$ cat config.mk
export PLATFORM = sky130hd
export DESIGN_NAME = fp16_mul_arbiter
export DESIGN_NICKNAME = d
export VERILOG_FILES = /design/src/rtl/fp16_mul_arbiter.sv
export SDC_FILE = /design/constraint.sdc
export NUM_CORES = 1
export LEC_CHECK = 0
export BUFFER_PORTS_ARGS = -buffer_cell sky130_fd_sc_hd__clkbuf_2
export CORE_MARGIN = 10
export CORE_UTILIZATION = 44
export CTS_BUF_LIST = sky130_fd_sc_hd__clkbuf_4
export CTS_CLUSTER_SIZE = 10
export DETAILED_ROUTE_END_ITERATION = 7
export HOLD_SLACK_MARGIN = 0.15
export PLACE_DENSITY = 0.82
export REMOVE_ABC_BUFFERS = 1
export SLEW_MARGIN = 20
export SYNTH_ARGS = -nofsm -noshare
export SYNTH_HDL_FRONTEND = slang
export SYNTH_SLANG_ARGS = --single-unit
export TNS_END_PERCENT = 5
$ cat constraint.sdc
create_clock -name clk -period 2.1 [get_ports clk]
set_input_delay 0.105 -clock clk [delete_from_list [all_inputs] [get_ports clk]]
set_output_delay 0.105 -clock clk [all_outputs]
set_load 0.02 [all_outputs]
$ cat src/rtl/fp16_mul_arbiter.sv
// rtl/fp16_mul_arbiter.sv - round-robin arbiter sharing one FP16 multiplier among NREQ requesters
//
// Requesters raise req_valid with packed operands; one operation is in flight at a time.
// An accepted operation is issued to the external multiplier, its result (or a qNaN on
// timeout) is returned with a one-cycle resp_valid strobe to the granted requester.
//
// Ports:
//   clk          clock, rising edge
//   rst          asynchronous active-low reset
//   req_valid    [NREQ]      per-requester request
//   req_a/req_b  [16*NREQ]   packed FP16 operands, requester i at [16i+15:16i]
//   req_ready    [NREQ]      one-hot combinational accept (IDLE only)
//   resp_valid   [NREQ]      one-hot one-cycle response strobe
//   resp_data    [16]        product (or 16'h7E00 on timeout), held until next response
//   resp_err     [1]         1 = operation timed out
//   mul_data1/2  [16]        operands to the shared multiplier
//   mul_valid    [1]         one-cycle start pulse
//   mul_rst      [1]         active-high multiplier reset (held in reset, pulsed on timeout)
//   mul_result   [16]        multiplier product
//   mul_update   [1]         multiplier result-valid strobe

module fp16_mul_arbiter #(
    parameter int NREQ    = 4,
    parameter int TIMEOUT = 16
) (
    input  logic                 clk,
    input  logic                 rst,
    input  logic [NREQ-1:0]      req_valid,
    input  logic [16*NREQ-1:0]   req_a,
    input  logic [16*NREQ-1:0]   req_b,
    output logic [NREQ-1:0]      req_ready,
    output logic [NREQ-1:0]      resp_valid,
    output logic [15:0]          resp_data,
    output logic                 resp_err,
    output logic [15:0]          mul_data1,
    output logic [15:0]          mul_data2,
    output logic                 mul_valid,
    output logic                 mul_rst,
    input  logic [15:0]          mul_result,
    input  logic                 mul_update
);

    localparam int          PTR_W = (NREQ > 1) ? $clog2(NREQ) : 1;
    localparam int          CNT_W = $clog2(TIMEOUT + 1);
    localparam logic [15:0] QNAN  = 16'h7E00;

    typedef enum logic [1:0] {
        S_IDLE,
        S_ISSUE,
        S_WAIT,
        S_RESP
    } state_t;

    state_t           state_q, state_d;
    logic [PTR_W-1:0] rr_ptr_q, rr_ptr_d;
    logic [PTR_W-1:0] grant_q, grant_d;
    logic [CNT_W-1:0] cnt_q, cnt_d;
    logic [15:0]      op_a_q, op_a_d;
    logic [15:0]      op_b_q, op_b_d;
    logic [15:0]      resp_data_q, resp_data_d;
    logic             resp_err_q, resp_err_d;
    logic             mul_rst_q, mul_rst_d;

    logic [NREQ-1:0]  req_ready_c;
    logic [NREQ-1:0]  resp_valid_c;
    logic             mul_valid_c;

    // Unpacked views of the operand buses.
    logic [15:0] a_arr [NREQ];
    logic [15:0] b_arr [NREQ];

    always_comb begin
        for (int i = 0; i < NREQ; i++) begin
            a_arr[i] = req_a[16*i +: 16];
            b_arr[i] = req_b[16*i +: 16];
        end
    end

    // Round-robin search: first valid requester at or above rr_ptr, wrapping to 0.
    logic [PTR_W:0]   cand;
    logic             found;
    logic [PTR_W-1:0] pick;

    always_comb begin
        found = 1'b0;
        pick  = '0;
        cand  = '0;
        for (int i = 0; i < NREQ; i++) begin
            cand = {1'b0, rr_ptr_q} + (PTR_W+1)'(i);
            if (cand >= (PTR_W+1)'(NREQ)) begin
                cand = cand - (PTR_W+1)'(NREQ);
            end
            if (!found && req_valid[cand[PTR_W-1:0]]) begin
                found = 1'b1;
                pick  = cand[PTR_W-1:0];
            end
        end
    end

    // Last WAIT cycle; a result arriving in this same cycle still wins.
    logic timeout;
    assign timeout = (cnt_q == CNT_W'(TIMEOUT - 1));

    always_comb begin
        state_d      = state_q;
        rr_ptr_d     = rr_ptr_q;
        grant_d      = grant_q;
        cnt_d        = cnt_q;
        op_a_d       = op_a_q;
        op_b_d       = op_b_q;
        resp_data_d  = resp_data_q;
        resp_err_d   = resp_err_q;
        mul_rst_d    = 1'b0;
        req_ready_c  = '0;
        resp_valid_c = '0;
        mul_valid_c  = 1'b0;

        case (state_q)
            S_IDLE: begin
                if (found) begin
                    req_ready_c[pick] = 1'b1;
                    grant_d           = pick;
                    op_a_d            = a_arr[pick];
                    op_b_d            = b_arr[pick];
                    state_d           = S_ISSUE;
                end
            end
            S_ISSUE: begin
                mul_valid_c = 1'b1;
                cnt_d       = '0;
                state_d     = S_WAIT;
            end
            S_WAIT: begin
                cnt_d = cnt_q + CNT_W'(1);
                if (mul_update) begin
                    resp_data_d = mul_result;
                    resp_err_d  = 1'b0;
                    state_d     = S_RESP;
                end else if (timeout) begin
                    resp_data_d = QNAN;
                    resp_err_d  = 1'b1;
                    mul_rst_d   = 1'b1;
                    state_d     = S_RESP;
                end
            end
            S_RESP: begin
                resp_valid_c[grant_q] = 1'b1;
                rr_ptr_d = (grant_q == PTR_W'(NREQ - 1)) ? '0 : grant_q + PTR_W'(1);
                state_d  = S_IDLE;
            end
            default: begin
                state_d = S_IDLE;
            end
        endcase
    end

    always_ff @(posedge clk or negedge rst) begin
        if (!rst) begin
            state_q     <= S_IDLE;
            rr_ptr_q    <= '0;
            grant_q     <= '0;
            cnt_q       <= '0;
            op_a_q      <= '0;
            op_b_q      <= '0;
            resp_data_q <= '0;
            resp_err_q  <= 1'b0;
            mul_rst_q   <= 1'b0;
        end else begin
            state_q     <= state_d;
            rr_ptr_q    <= rr_ptr_d;
            grant_q     <= grant_d;
            cnt_q       <= cnt_d;
            op_a_q      <= op_a_d;
            op_b_q      <= op_b_d;
            resp_data_q <= resp_data_d;
            resp_err_q  <= resp_err_d;
            mul_rst_q   <= mul_rst_d;
        end
    end

    // The state register already sits in IDLE during reset, so req_ready is
    // gated explicitly to keep it low while rst is asserted.
    assign req_ready  = rst ? req_ready_c : '0;
    assign resp_valid = resp_valid_c;
    assign resp_data  = resp_data_q;
    assign resp_err   = resp_err_q;
    assign mul_data1  = op_a_q;
    assign mul_data2  = op_b_q;
    assign mul_valid  = mul_valid_c;
    assign mul_rst    = ~rst | mul_rst_q;

endmodule

==> metrics.md, run 1 <==
| Metric | Value |
|---|---|
| Most used DFF post-synth | dfrtp_1 |
| Run Error | [ERROR RSZ-0060] Max buffer count reached. |
| GPL Wtd Cong | 0.804 |
| IO buf count | 209 |
| Post-CTS resize count | 15 |
| Initial Util | 45.7% |
| Sequential element share of the synthesized area | 45.3% |
| Synth Area in Compound Gates | 16.6% |
| TritonCTS Buffers | 9 |
| # hold bufs at CTS | 126 |
| Die width | 108 um |
| Adder-cell share of the synthesized area | 4.08% |
| Synth warn | 0 |
| FF+latch count, synth | 61 |
| EDFF count, synth | 0 |
| Proportion of synthesized area in mux cells | 19.6% |
| Post-synthesis async set-or-reset flop share | 100% |
| Status | did not finish |
| Post-synthesis xor/xnor area fraction | 0% |
| Stopped at | 4_1_cts |
| Mapped Area | 3370 um^2 |
| Setup Buffers After CTS | 5 |
| Synth unique cells | 34 |
| H-Tree Level Count | 3 |
| Clock sink count | 61 |
| Largest family of logic cells by synthesized area | multiplexers |
| Mean area per synthesized cell | 11.0 um^2 |
| Std cell rows | 31 |
| Dpl hpwl | 9240 um |
| Clock Tree Root | clkbuf_4 |
| Die height | 108 um |
| Ports | 210 |
| Synth Instances | 307 |
| Post-Synth Simple-Gate Area | 9.54% |
| Clock buffer depth | 2 |
-- logic make-up after synthesis --
group           Yosys count
compound gates           68
buf+inv                  31
simple gates             70
fa+ha+maj                11
mux                      66
flops                    61
-- synth_stat cells (all sizes together), types with 2 or more instances --
| library cell | number | area, um^2 |
|---|---|---|
| nand3 | 3 | 15.0 |
| inv | 10 | 37.5 |
| mux2i | 65 | 651 |
| nand2b | 3 | 18.8 |
| clkbuf | 6 | 22.5 |
| and2 | 5 | 31.3 |
| a21oi | 2 | 10.0 |
| o22ai | 3 | 18.8 |
| o221ai | 32 | 280 |
| o21ai | 11 | 58.8 |
| nor3b | 3 | 27.5 |
| a22o | 10 | 87.6 |
| o22a | 6 | 52.6 |
| dfrtp | 61 | 1530 |
| nor2 | 7 | 26.3 |
| nor3 | 2 | 10.0 |
| ha | 11 | 138 |
| nand2 | 42 | 158 |
| buf | 15 | 105 |
-- stage by stage --
stage | cells | hold slack [ns] | setup WS (ns) | area [um^2] | TNS [ns]
after global placement | 602 | 0.0962 | 0.240 | 4510 | 0
after detailed placement | 602 | 0.102 | 0.0781 | 4510 | 0
after floorplan | 286 | -0.191 | -1.64 | 3240 | -55.57
==> run 2: changes to the inputs <==
Settings changed: CORE_UTILIZATION 44 to 40, CTS_BUF_LIST sky130_fd_sc_hd__clkbuf_4 to not set, CTS_CLUSTER_SIZE 10 to not set, HOLD_SLACK_MARGIN 0.15 to not set, PLACE_DENSITY 0.82 to not set, PLACE_DENSITY_LB_ADDON set to 0.15.
==> run 2 against run 1 <==
- the flow now finishes without violations
- synthesized cell count is the same
- synthesized area unchanged
==> metrics.md, run 2 <==
| Metric | Value |
|---|---|
| Status | completed (was did not finish) |
| CP max FO | 21 |
| FF+latch count, synth | 61 (unchanged) |
| Dpl hpwl | 9510 um (was 9240 um) |
| Hold worst-path end | resp_data[15] |
| WP data arrival | 1.86 ns |
| Combinational Power Share | 55.8% |
| H-Tree Level Count | 3 (unchanged) |
| First-pass GRT wire length | 18500 um |
| Clock power share | 13.3% |
| Final hold vios | 0 |
| VDD IR-drop max | 0.752 mV |
| GR Util All Layers | 17.8% |
| Synth top area cells | dfrtp_1 45%, mux2i_1 19%, o221ai_1 8.3% (unchanged) |
| Total Routed Length | 11800 um |
| EDFF count, synth | 0 (unchanged) |
| Commonest cells in the netlist | 65 x mux2i_1, 61 x dfrtp_1, 42 x nand2_1 (unchanged) |
| Largest stage delay, worst path | 0.40 ns |
| Sw Share | 43.6% |
| Initial Util | 41.0% (was 45.7%) |
| Adder-cell share of the synthesized area | 4.08% (unchanged) |
| Static Leak | 2.71 nW |
| Unrepaired setup endpoints after global routing | no |
| Worst hold slack | 0.00773 ns |
| Crit path cell chain | nand2b_1, a31oi_1, o21ai_4, buf_12, nor3_1, clkbuf_2 |
| Tcrit/Tclk final | 93.7% |
| First-pass detailed-route iteration total | 4 |
| Reg-to-Reg Start | rr_ptr_q[1] |
| Vias per cell | 5.10 |
| Largest family of logic cells by synthesized area | multiplexers (unchanged) |
| Most used routing layer | met2 |
| Sequential element share of the synthesized area | 45.3% (unchanged) |
| Synth warn | 0 (unchanged) |
| CTS tree | yes |
| Final instance area | 4890 um^2 |
| Synth Instances | 307 (unchanged) |
| R2R Path End | mul_data1[6] |
| Fmax | 508 MHz |
| Critical path's slowest cell | dfrtp_1 |
| Std cell rows | 33 (was 31) |
| Worst slack, placed | 0.0757 ns (was 0.0781 ns) |
| Setup crit end kind | output port |
| Met1 global-route usage | 18.7% |
| PwrDens | 1340 nW/um^2 |
| # DRC | 0 |
| Max Cap Viol | 0 |
| Yosys top cell area share | 45.3% (unchanged) |
| Initial antenna violation count | 0 |
| Vias | 3306 |
| Cell internal pwr | 0.00369 W |
| Ports | 210 (unchanged) |
| Post-synthesis xor/xnor area fraction | 0% (unchanged) |
| Clock Tree Root | clkbuf_8 (was clkbuf_4) |
| Critical path launch point type | flip-flop |
| Wire per inst | 18.2 um |
| Vias in the first global route | 3591 |
| Relative slew slack | 48.4% |
| Most instantiated library cell after synthesis | mux2i_1 (unchanged) |
| Clock sink count | 61 (unchanged) |
| Reg2Reg Depth | 7 |
| Slew @ Worst Pin | 0.774 ns |
| Layout cells sized above 1 | 46.0% |
| Critical Path RT | 2.00 ns |
| Core ar. | 8220 um^2 |
| Largest net degree at the start of global routing | 62 |
| Most frequent cells in the layout | 208 x clkbuf_2, 65 x mux2i_1, 61 x dfrtp_1 |
| Fin util | 59.6% |
| DIE AREA | 12500 um^2 |
| Post-Synth Simple-Gate Area | 9.54% (unchanged) |
| Post-synthesis async set-or-reset flop share | 100% (unchanged) |
| Seq pwr share | 30.8% |
| Min-delay src | mul_result[15] |
| Setup-failing EPs final | 0 |
| Commonest non-fill, non-tap cell in the layout | clkbuf_2 |
| Met3 Use GR | 8.64% |
| Synth Area in Compound Gates | 16.6% (unchanged) |
| Worst hold path depth | 2 |
| Synth unique cells | 34 (unchanged) |
| R2r setup slk | 0.27 ns |
| Clk slew on worst S/H paths | 0.06 ns |
| Most used DFF post-synth | dfrtp_1 (unchanged) |
| Sw Pwr | 0.00286 W |
| Starting DRT DRC Count | 84 |
| Skew final | 0.0127 ns |
| Fin worst setup slack | 0.133 ns |
| Mean area per synthesized cell | 11.0 um^2 (unchanged) |
| Met2 usage | 31.6% |
| Final Max Tran Viols | 0 |
| Mapped Area | 3370 um^2 (unchanged) |
| Minimum clock period | 1.97 ns |
| Proportion of synthesized area in mux cells | 19.6% (unchanged) |
| Remaining Overflow, GRT | 0 |
| TritonCTS Buffers | 9 (unchanged) |
| ANT nets after route | 0 |
| Die width | 112 um (was 108 um) |
| IO buf count | 209 (unchanged) |
| Hold WC Path Type | primary input to flip-flop |
| Number of fill cells | 727 |
| Clock buffer depth | 2 (unchanged) |
| Largest area contributor in the netlist | dfrtp_1 (unchanged) |
| Clock latency on the worst-skew pair | 0.33 ns |
| Die height | 112 um (was 108 um) |
| Area grow syn2layout | 45.2% |
| Cell area after placement | 4570 um^2 (was 4510 um^2) |
| WS Path Type | flip-flop to output port |
| GPL Wtd Cong | 0.786 (was 0.804) |
| Layout Nets | 701 |
| ANT cells | 0 |
[run 2: critical path: cells and delay by family, from the launching register on]
kind                   cells  cell delay [ns]
AO/OA/AOI/OAI              2             0.38
flip-flops                 1             0.40
AND/OR/NAND/NOR            2             0.37
buffers and inverters      2             0.39
[run 2: metrics by stage]
stage                     setup TNS (ns)  cells  power, W
after floorplan                   -55.57    286   0.00434
after global placement                 0    615   0.00557
after detailed placement               0    615   0.00566
after CTS                              0    642   0.00659
after global routing                   0    648   0.00706
final                                  0    648   0.00655
[run 2: worst max-delay path by stage]
stage,startpoint,to,cells past startpoint
after CTS,state_q[0],req_ready[2],6
final,rr_ptr_q[1],req_ready[1],6
after detailed placement,rr_ptr_q[1],mul_data1[6],6
after floorplan,rr_ptr_q[1],req_ready[0],4
after global routing,state_q[0],req_ready[0],6
after global placement,rr_ptr_q[1],mul_data1[6],6
[run 2: cell type report]
class	instances	area [um^2]	share of cell area, %
Multi-Input combinational cell	215	1690	34.6
Sequential cell	61	1530	31.2
Timing Repair Buffer	242	1350	27.5
Clock buffer	13	149	3.04
Tap cell	105	131	2.68
Inverter	10	37.5	0.767
Clock inverter	2	10.0	0.204
[run 2: cell families after synthesis]
kind of cell,Yosys count
simple gates,70
buf+inv,31
mux,66
flops,61
fa+ha+maj,11
compound gates,68
[run 2: what timing repair did]
| item | 4_1_cts | 5_1_grt |
|---|---|---|
| hold endpoints to repair | 10 | 1 |
| setup buffers | 2 | 5 |
| gates resized for setup | 2 | 3 |
| pin swaps | 1 | 1 |
| setup endpoints to repair | 4 | 4 |
| hold buffers | 10 | 1 |
[run 2: power groups by stage]
stage / combinational (W) / sequential [W] / clock [W]
3_5_place_dp: 0.00364 / 0.00203 / 0
4_1_cts: 0.00367 / 0.00202 / 0.000901
3_3_place_gp: 0.00355 / 0.00201 / 0
6_report: 0.00365 / 0.00202 / 0.000872
5_1_grt: 0.00402 / 0.00209 / 0.000954
2_1_floorplan: 0.00180 / 0.00254 / 0
[run 2: layer usage]
metal / up-vias / routed length [um] / share of wire (%)
li1: 1601 / - / -
met1: 1560 / 4470 / 38
met3: 8 / 1170 / 9.9
met4: 0 / 102 / 0.86
met5: - / 0 / 0
met2: 137 / 6070 / 51
No activity file was read; power rests on OpenSTA's default activity.
==> run 3: changes to the inputs <==
Settings changed: CELL_PAD_IN_SITES_DETAIL_PLACEMENT set to 1, CELL_PAD_IN_SITES_GLOBAL_PLACEMENT set to 1, CORE_UTILIZATION 40 to 31.
==> run 3 against run 2 <==
- clock skew is 0.0039 ns lower
- critical path depth stayed put
- die area is 24% higher
- hold slack better by 0.014 ns
- sequential share of layout area is 1.0 points lower
- routed wire length is 15% higher
- first-iteration DRC count is 37% higher
- sequential cell count stayed put
- global-route usage is 0.85 points lower
==> metrics.md, run 3 (synthesized netlist as in run 2, its figures left out) <==
| Metric | Value |
|---|---|
| Initial Util | 31.4% (was 41.0%) |
| GR Util All Layers | 17.0% (was 17.8%) |
| CP Depth | 6 (unchanged) |
| GPL Wtd Cong | 0.872 (was 0.786) |
| Combinational Power Share | 53.0% (was 55.8%) |
| Initial antenna violation count | 0 (unchanged) |
| Minimum clock period | 2.01 ns (was 1.97 ns) |
| Hold WC Path Type | primary input to flip-flop (unchanged) |
| Sw Pwr | 0.00300 W (was 0.00286 W) |
| ANT nets after route | 0 (unchanged) |
| Final hold vios | 0 (unchanged) |
| WP data arrival | 1.90 ns (was 1.86 ns) |
| Commonest non-fill, non-tap cell in the layout | clkbuf_2 (unchanged) |
| Remaining Overflow, GRT | 0 (unchanged) |
| Critical Path RT | 2.00 ns (about the same) |
| Clock buffer depth | 2 (unchanged) |
| Max Cap Viol | 0 (unchanged) |
| Clock latency on the worst-skew pair | 0.33 ns (about the same) |
| Clock Tree Root | clkbuf_8 (unchanged) |
| Largest stage delay, worst path | 0.40 ns (about the same) |
| Cell internal pwr | 0.00402 W (was 0.00369 W) |
| R2R Path End | mul_data1[1] (was mul_data1[6]) |
| Critical path launch point type | flip-flop (unchanged) |
| ANT cells | 0 (unchanged) |
| Clock sink count | 61 (unchanged) |
| R2r setup slk | 0.17 ns (was 0.27 ns) |
| Unrepaired setup endpoints after global routing | yes (was no) |
| Largest net degree at the start of global routing | 35 (was 62) |
| H-Tree Level Count | 3 (unchanged) |
| CTS tree | yes (unchanged) |
| Area grow syn2layout | 50.2% (was 45.2%) |
| Critical path's slowest cell | dfrtp_1 (unchanged) |
| Starting DRT DRC Count | 115 (was 84) |
| Skew final | 0.00876 ns (was 0.0127 ns) |
| Status | completed (unchanged) |
| Core ar. | 10700 um^2 (was 8220 um^2) |
| Number of fill cells | 1280 (was 727) |
| Crit path cell chain | nand2b_1, o22ai_1, o22ai_2, or2_4, nor3_1, clkbuf_4 (was nand2b_1, a31oi_1, o21ai_4, buf_12, nor3_1, clkbuf_2) |
| Layout Nets | 700 (was 701) |
| Die height | 124 um (was 112 um) |
| CP max FO | 6 (was 21) |
| Reg2Reg Depth | 8 (was 7) |
| Most frequent cells in the layout | 205 x clkbuf_2, 65 x mux2i_1, 61 x dfrtp_1 (was 208 x clkbuf_2, 65 x mux2i_1, 61 x dfrtp_1) |
| Fin util | 47.1% (was 59.6%) |
| Footprint of the multi-input gates | 1710 um^2 (was 1690 um^2) |
| # DRC | 0 (unchanged) |
| First-pass detailed-route iteration total | 4 (unchanged) |
| First-pass GRT wire length | 21700 um (was 18500 um) |
| VDD IR-drop max | 0.647 mV (was 0.752 mV) |
| Setup-failing EPs final | 0 (unchanged) |
| CP Launch Point | rr_ptr_q[1] (unchanged) |
| Static Leak | 2.76 nW (was 2.71 nW) |
| Tcrit/Tclk final | 95.7% (was 93.7%) |
| Clock power share | 18.0% (was 13.3%) |
| Sw Share | 42.7% (was 43.6%) |
| Wire per inst | 19.8 um (was 18.2 um) |
| Fin worst setup slack | 0.0903 ns (was 0.133 ns) |
| PwrDens | 1390 nW/um^2 (was 1340 nW/um^2) |
| Total Routed Length | 13600 um (was 11800 um) |
| Layout cells sized above 1 | 46.6% (was 46.0%) |
| Setup crit end kind | output port (unchanged) |
| Seq pwr share | 29.0% (was 30.8%) |
| Ports | 210 (unchanged) |
| Slew @ Worst Pin | 0.698 ns (was 0.774 ns) |
| Vias | 3397 (was 3306) |
| Crit path max-delay family | simple AND/OR/NAND/NOR gates (was flip-flops) |
| Die width | 124 um (was 112 um) |
| Worst slack, placed | 0.0336 ns (was 0.0757 ns) |
| TritonCTS Buffers | 9 (unchanged) |
| Sequential Area | 1530 um^2 (unchanged) |
| WS Path Type | flip-flop to output port (unchanged) |
| Final Max Tran Viols | 0 (unchanged) |
| Std cell rows | 38 (was 33) |
| CP Buf/Inv Count | 1 (was 2) |
| Vias per cell | 4.97 (was 5.10) |
| Relative slew slack | 53.3% (was 48.4%) |
| DIE AREA | 15400 um^2 (was 12500 um^2) |
| Reg-to-Reg Start | rr_ptr_q[1] (unchanged) |
| Clk slew on worst S/H paths | 0.07 ns (was 0.06 ns) |
| Fmax | 498 MHz (was 508 MHz) |
| Dpl hpwl | 10900 um (was 9510 um) |
| Vias in the first global route | 3896 (was 3591) |
| IO buf count | 209 (unchanged) |
| Critical path capture point | req_ready[3] (was req_ready[1]) |
-- run 3: metal layers --
layer | vias to the layer above | wire, um | GRT usage [%]
met3 | 17 | 920 | 5.15
met1 | 1639 | 5910 | 20.4
met4 | 0 | 207 | 4.87
li1 | 1601 | - | -
met2 | 140 | 6520 | 28.5
met5 | - | 0 | 0
-- run 3: area by class of cell --
class	count	share of cell area (%)
clock buffer	13	3.53
clock inverter	3	1.28
inverter	10	0.741
multi-input combinational	215	33.9
sequential	61	30.1
tap	140	3.46
timing repair buffer	241	27.0
-- run 3: repair_timing --
| item | CTS | global route |
|---|---|---|
| gates resized for setup | 4 | 8 |
| pin swaps | 1 | 1 |
| hold buffers | 16 | 0 |
| setup buffers | 3 | 1 |
| endpoints found under the setup margin | 4 | 6 |
| endpoints found under the hold margin | 27 | 0 |
-- run 3: power by group through the flow --
stage	clock network (W)	logic [W]	registers (W)
global placement	0	0.00355	0.00203
CTS	0.00130	0.00376	0.00203
finish	0.00126	0.00372	0.00203
detailed placement	0	0.00366	0.00205
floorplan	0	0.00180	0.00254
global route	0.00136	0.00410	0.00210
-- run 3: stage by stage --
step                      total power [W]  cell area, um^2  cells  hold slack [ns]  setup TNS, ns
after detailed placement          0.00570             4590    647           0.0420              0
final                             0.00702             5060    683           0.0216              0
after CTS                         0.00710             5040    682          0.00366              0
after global routing              0.00756             5060    683           0.0148        -0.0626
after floorplan                   0.00434             3240    286           -0.191         -55.57
after global placement            0.00558             4590    647           0.0533              0
-- run 3: worst register-to-register path: stages, from the launching register on --
cell and delay (ns):
dfrtp_1 0.40, nand2b_1 0.17, a31oi_1 0.28, o21ai_4 0.10, buf_4 0.18, buf_12 0.13
buf_12 0.14, mux2i_1 0.23, o221ai_1 0.16
-- run 3: worst min-delay path by stage --
stage | start | endpoint | slack [ns] | cells after the start
final | mul_result[4] | resp_data[4] | 0.02 | 2
after global routing | mul_result[6] | resp_data[6] | 0.01 | 2
after CTS | mul_result[4] | resp_data[4] | 0.004 | 2
after detailed placement | rst | mul_data2[13] | 0.04 | 1
after global placement | rst | mul_data2[14] | 0.05 | 1
after floorplan | rst | cnt_q[0] | -0.19 | 0
==> run 4: changes to the inputs <==
Settings changed: PLACE_DENSITY_LB_ADDON 0.15 to 0.1.
==> run 4 against run 3 <==
- count of clock-buffer cells in the layout is 1 lower
- clock skew shrank 0.0038 ns
- sequential share of layout area grew 0.37 points
- core utilization is 0.57 points lower
- die area stayed put
- final area decreased by 1.2%
- combinational power is 2% lower
- maximum frequency decreased by 0.33%
- sequential power hardly changed
- first-iteration DRC count unchanged
- worst setup slack worse by 0.0066 ns
- largest power group unchanged
==> metrics.md, run 4 (synthesized netlist as in run 2, its figures left out) <==
| Metric | Value |
|---|---|
| Max Cap Viol | 0 (unchanged) |
| Status | completed (unchanged) |
| Vias per cell | 4.96 (was 4.97) |
| Most frequent cells in the layout | 205 x clkbuf_2, 65 x mux2i_1, 61 x dfrtp_1 (unchanged) |
| PwrDens | 1350 nW/um^2 (was 1390 nW/um^2) |
| Setup crit end kind | output port (unchanged) |
| Final Max Tran Viols | 0 (unchanged) |
| CP Launch Point | state_q[0] (was rr_ptr_q[1]) |
| Layout cells sized above 1 | 45.7% (was 46.6%) |
| ANT nets after route | 0 (unchanged) |
| Initial antenna violation count | 0 (unchanged) |
| Initial Util | 31.4% (unchanged) |
| Remaining Overflow, GRT | 0 (unchanged) |
| Clk slew on worst S/H paths | 0.07 ns (about the same) |
| Critical Path RT | 2.00 ns (about the same) |
| DIE AREA | 15400 um^2 (unchanged) |
| Dpl cells | 647 (unchanged) |
| Total Routed Length | 13300 um (was 13600 um) |
| Largest net degree at the start of global routing | 43 (was 35) |
| Setup-failing EPs final | 0 (unchanged) |
| Slew @ Worst Pin | 0.454 ns (was 0.698 ns) |
| Vias in the first global route | 3713 (was 3896) |
| WP data arrival | 1.91 ns (was 1.90 ns) |
| VDD IR-drop max | 0.628 mV (was 0.647 mV) |
| Critical path launch point type | flip-flop (unchanged) |
| Tcrit/Tclk final | 96.0% (was 95.7%) |
| TritonCTS Buffers | 9 (unchanged) |
| Final hold vios | 0 (unchanged) |
| Area grow syn2layout | 48.4% (was 50.2%) |
| R2R Path End | mul_data1[9] (was mul_data1[1]) |
| CTS tree | yes (unchanged) |
| GR Util All Layers | 16.6% (was 17.0%) |
| Hold worst-path end | resp_data[11] (was resp_data[4]) |
| Core ar. | 10700 um^2 (unchanged) |
| # DRC | 0 (unchanged) |
| Relative slew slack | 69.7% (was 53.3%) |
| Static Leak | 2.72 nW (was 2.76 nW) |
| Std cell rows | 38 (unchanged) |
| Ports | 210 (unchanged) |
| First-pass GRT wire length | 21100 um (was 21700 um) |
| Largest stage delay, worst path | 0.42 ns (was 0.40 ns) |
| IO buf count | 209 (unchanged) |
| Worst hold path depth | 2 (unchanged) |
| CP Buf/Inv Count | 2 (was 1) |
| Crit path cell chain | inv_1, ha_2, o41ai_4, nand2b_2, nor3b_4, clkbuf_8 (was nand2b_1, o22ai_1, o22ai_2, or2_4, nor3_1, clkbuf_4) |
| Skew final | 0.00496 ns (was 0.00876 ns) |
| CP max FO | 4 (was 6) |
| Commonest non-fill, non-tap cell in the layout | clkbuf_2 (unchanged) |
| Clock buffer depth | 2 (unchanged) |
| Non-Filler Instances | 681 (was 683) |
| Reg-to-Reg Start | rr_ptr_q[0] (was rr_ptr_q[1]) |
| Number of fill cells | 1267 (was 1280) |
| Vias | 3379 (was 3397) |
| GPL Wtd Cong | 0.810 (was 0.872) |
| WS Path Type | flip-flop to output port (unchanged) |
| Crit path max-delay family | simple AND/OR/NAND/NOR gates (unchanged) |
| Unrepaired setup endpoints after global routing | yes (unchanged) |
| Clock Tree Root | clkbuf_8 (unchanged) |
| Clock latency on the worst-skew pair | 0.33 ns (about the same) |
| Clock sink count | 61 (unchanged) |
| Die width | 124 um (unchanged) |
| Hold WC Path Type | primary input to flip-flop (unchanged) |
| Starting DRT DRC Count | 115 (unchanged) |
| Fin util | 46.6% (was 47.1%) |
| Minimum clock period | 2.02 ns (was 2.01 ns) |
| H-Tree Level Count | 3 (unchanged) |
| First-pass detailed-route iteration total | 4 (unchanged) |
| Min-delay src | mul_result[11] (was mul_result[4]) |
| Wire per inst | 19.5 um (was 19.8 um) |
| Fmax | 496 MHz (was 498 MHz) |
| Reg2Reg Depth | 6 (was 8) |
| Layout Nets | 698 (was 700) |
| Die height | 124 um (unchanged) |
| Worst hold slack | 0.0213 ns (was 0.0216 ns) |
| Design Power | 0.00674 W (was 0.00702 W) |
| Critical path's slowest cell | dfrtp_1 (unchanged) |
| ANT cells | 0 (unchanged) |
| R2r setup slk | 0.27 ns (was 0.17 ns) |
| Dpl hpwl | 10900 um (about the same) |
| Final setup TNS | 0 ns (unchanged) |
run 4: cell types whose count changed in the layout (fill, tap and decap cells not counted), moves of 2 or more:
cell      previous run  this run
clkbuf_1             0         2
inv_2                2         0
inv_1                8        10
clkbuf_8            13        11
run 4: per-layer routing:
layer / vias up / wire length (um) / track usage, %
li1: 1602 / - / -
met1: 1631 / 5650 / 19.8
met2: 133 / 6650 / 28.3
met3: 13 / 865 / 4.85
met4: 0 / 130 / 4.25
met5: - / 0 / 0
run 4: worst max path at each step:
stage | endpoint | slack (ns) | cells after the start
after floorplan | req_ready[0] | -1.64 | 4
after global placement | req_ready[1] | 0.11 | 6
after detailed placement | req_ready[1] | 0.14 | 6
after CTS | req_ready[1] | -0.02 | 6
after global routing | req_ready[0] | -0.04 | 6
final | req_ready[0] | 0.08 | 6
run 4: timing repair:
action,CTS,global route
pin swaps,0,1
resized for setup,9,5
endpoints found under the hold margin,76,0
buffers inserted,0,2
hold buffers,16,0
setup endpoints to repair,4,4
run 4: area by class of cell:
| class | count | area (um^2) | share of cell area, % |
|---|---|---|---|
| Multi-Input combinational cell | 215 | 1720 | 34.4 |
| Sequential cell | 61 | 1530 | 30.5 |
| Timing Repair Buffer | 239 | 1350 | 26.9 |
| Tap cell | 140 | 175 | 3.50 |
| Clock buffer | 12 | 145 | 2.90 |
| Clock inverter | 4 | 47.5 | 0.950 |
| Inverter | 10 | 37.5 | 0.750 |
run 4: where the power goes:
part           internal, W  leakage [nW]  total [W]  switching (W)
combinational      0.00147          1.86    0.00366        0.00220
sequential         0.00171         0.755    0.00203       0.000325
clock             0.000578        0.0964    0.00105       0.000471
run 4: per-stage QoR:
stage | cell area, um^2 | setup slack, ns
after floorplan | 3240 | -1.64
after global placement | 4590 | 0.107
after detailed placement | 4590 | 0.143
after CTS | 4980 | -0.0163
after global routing | 5000 | -0.0450
final | 5000 | 0.0837
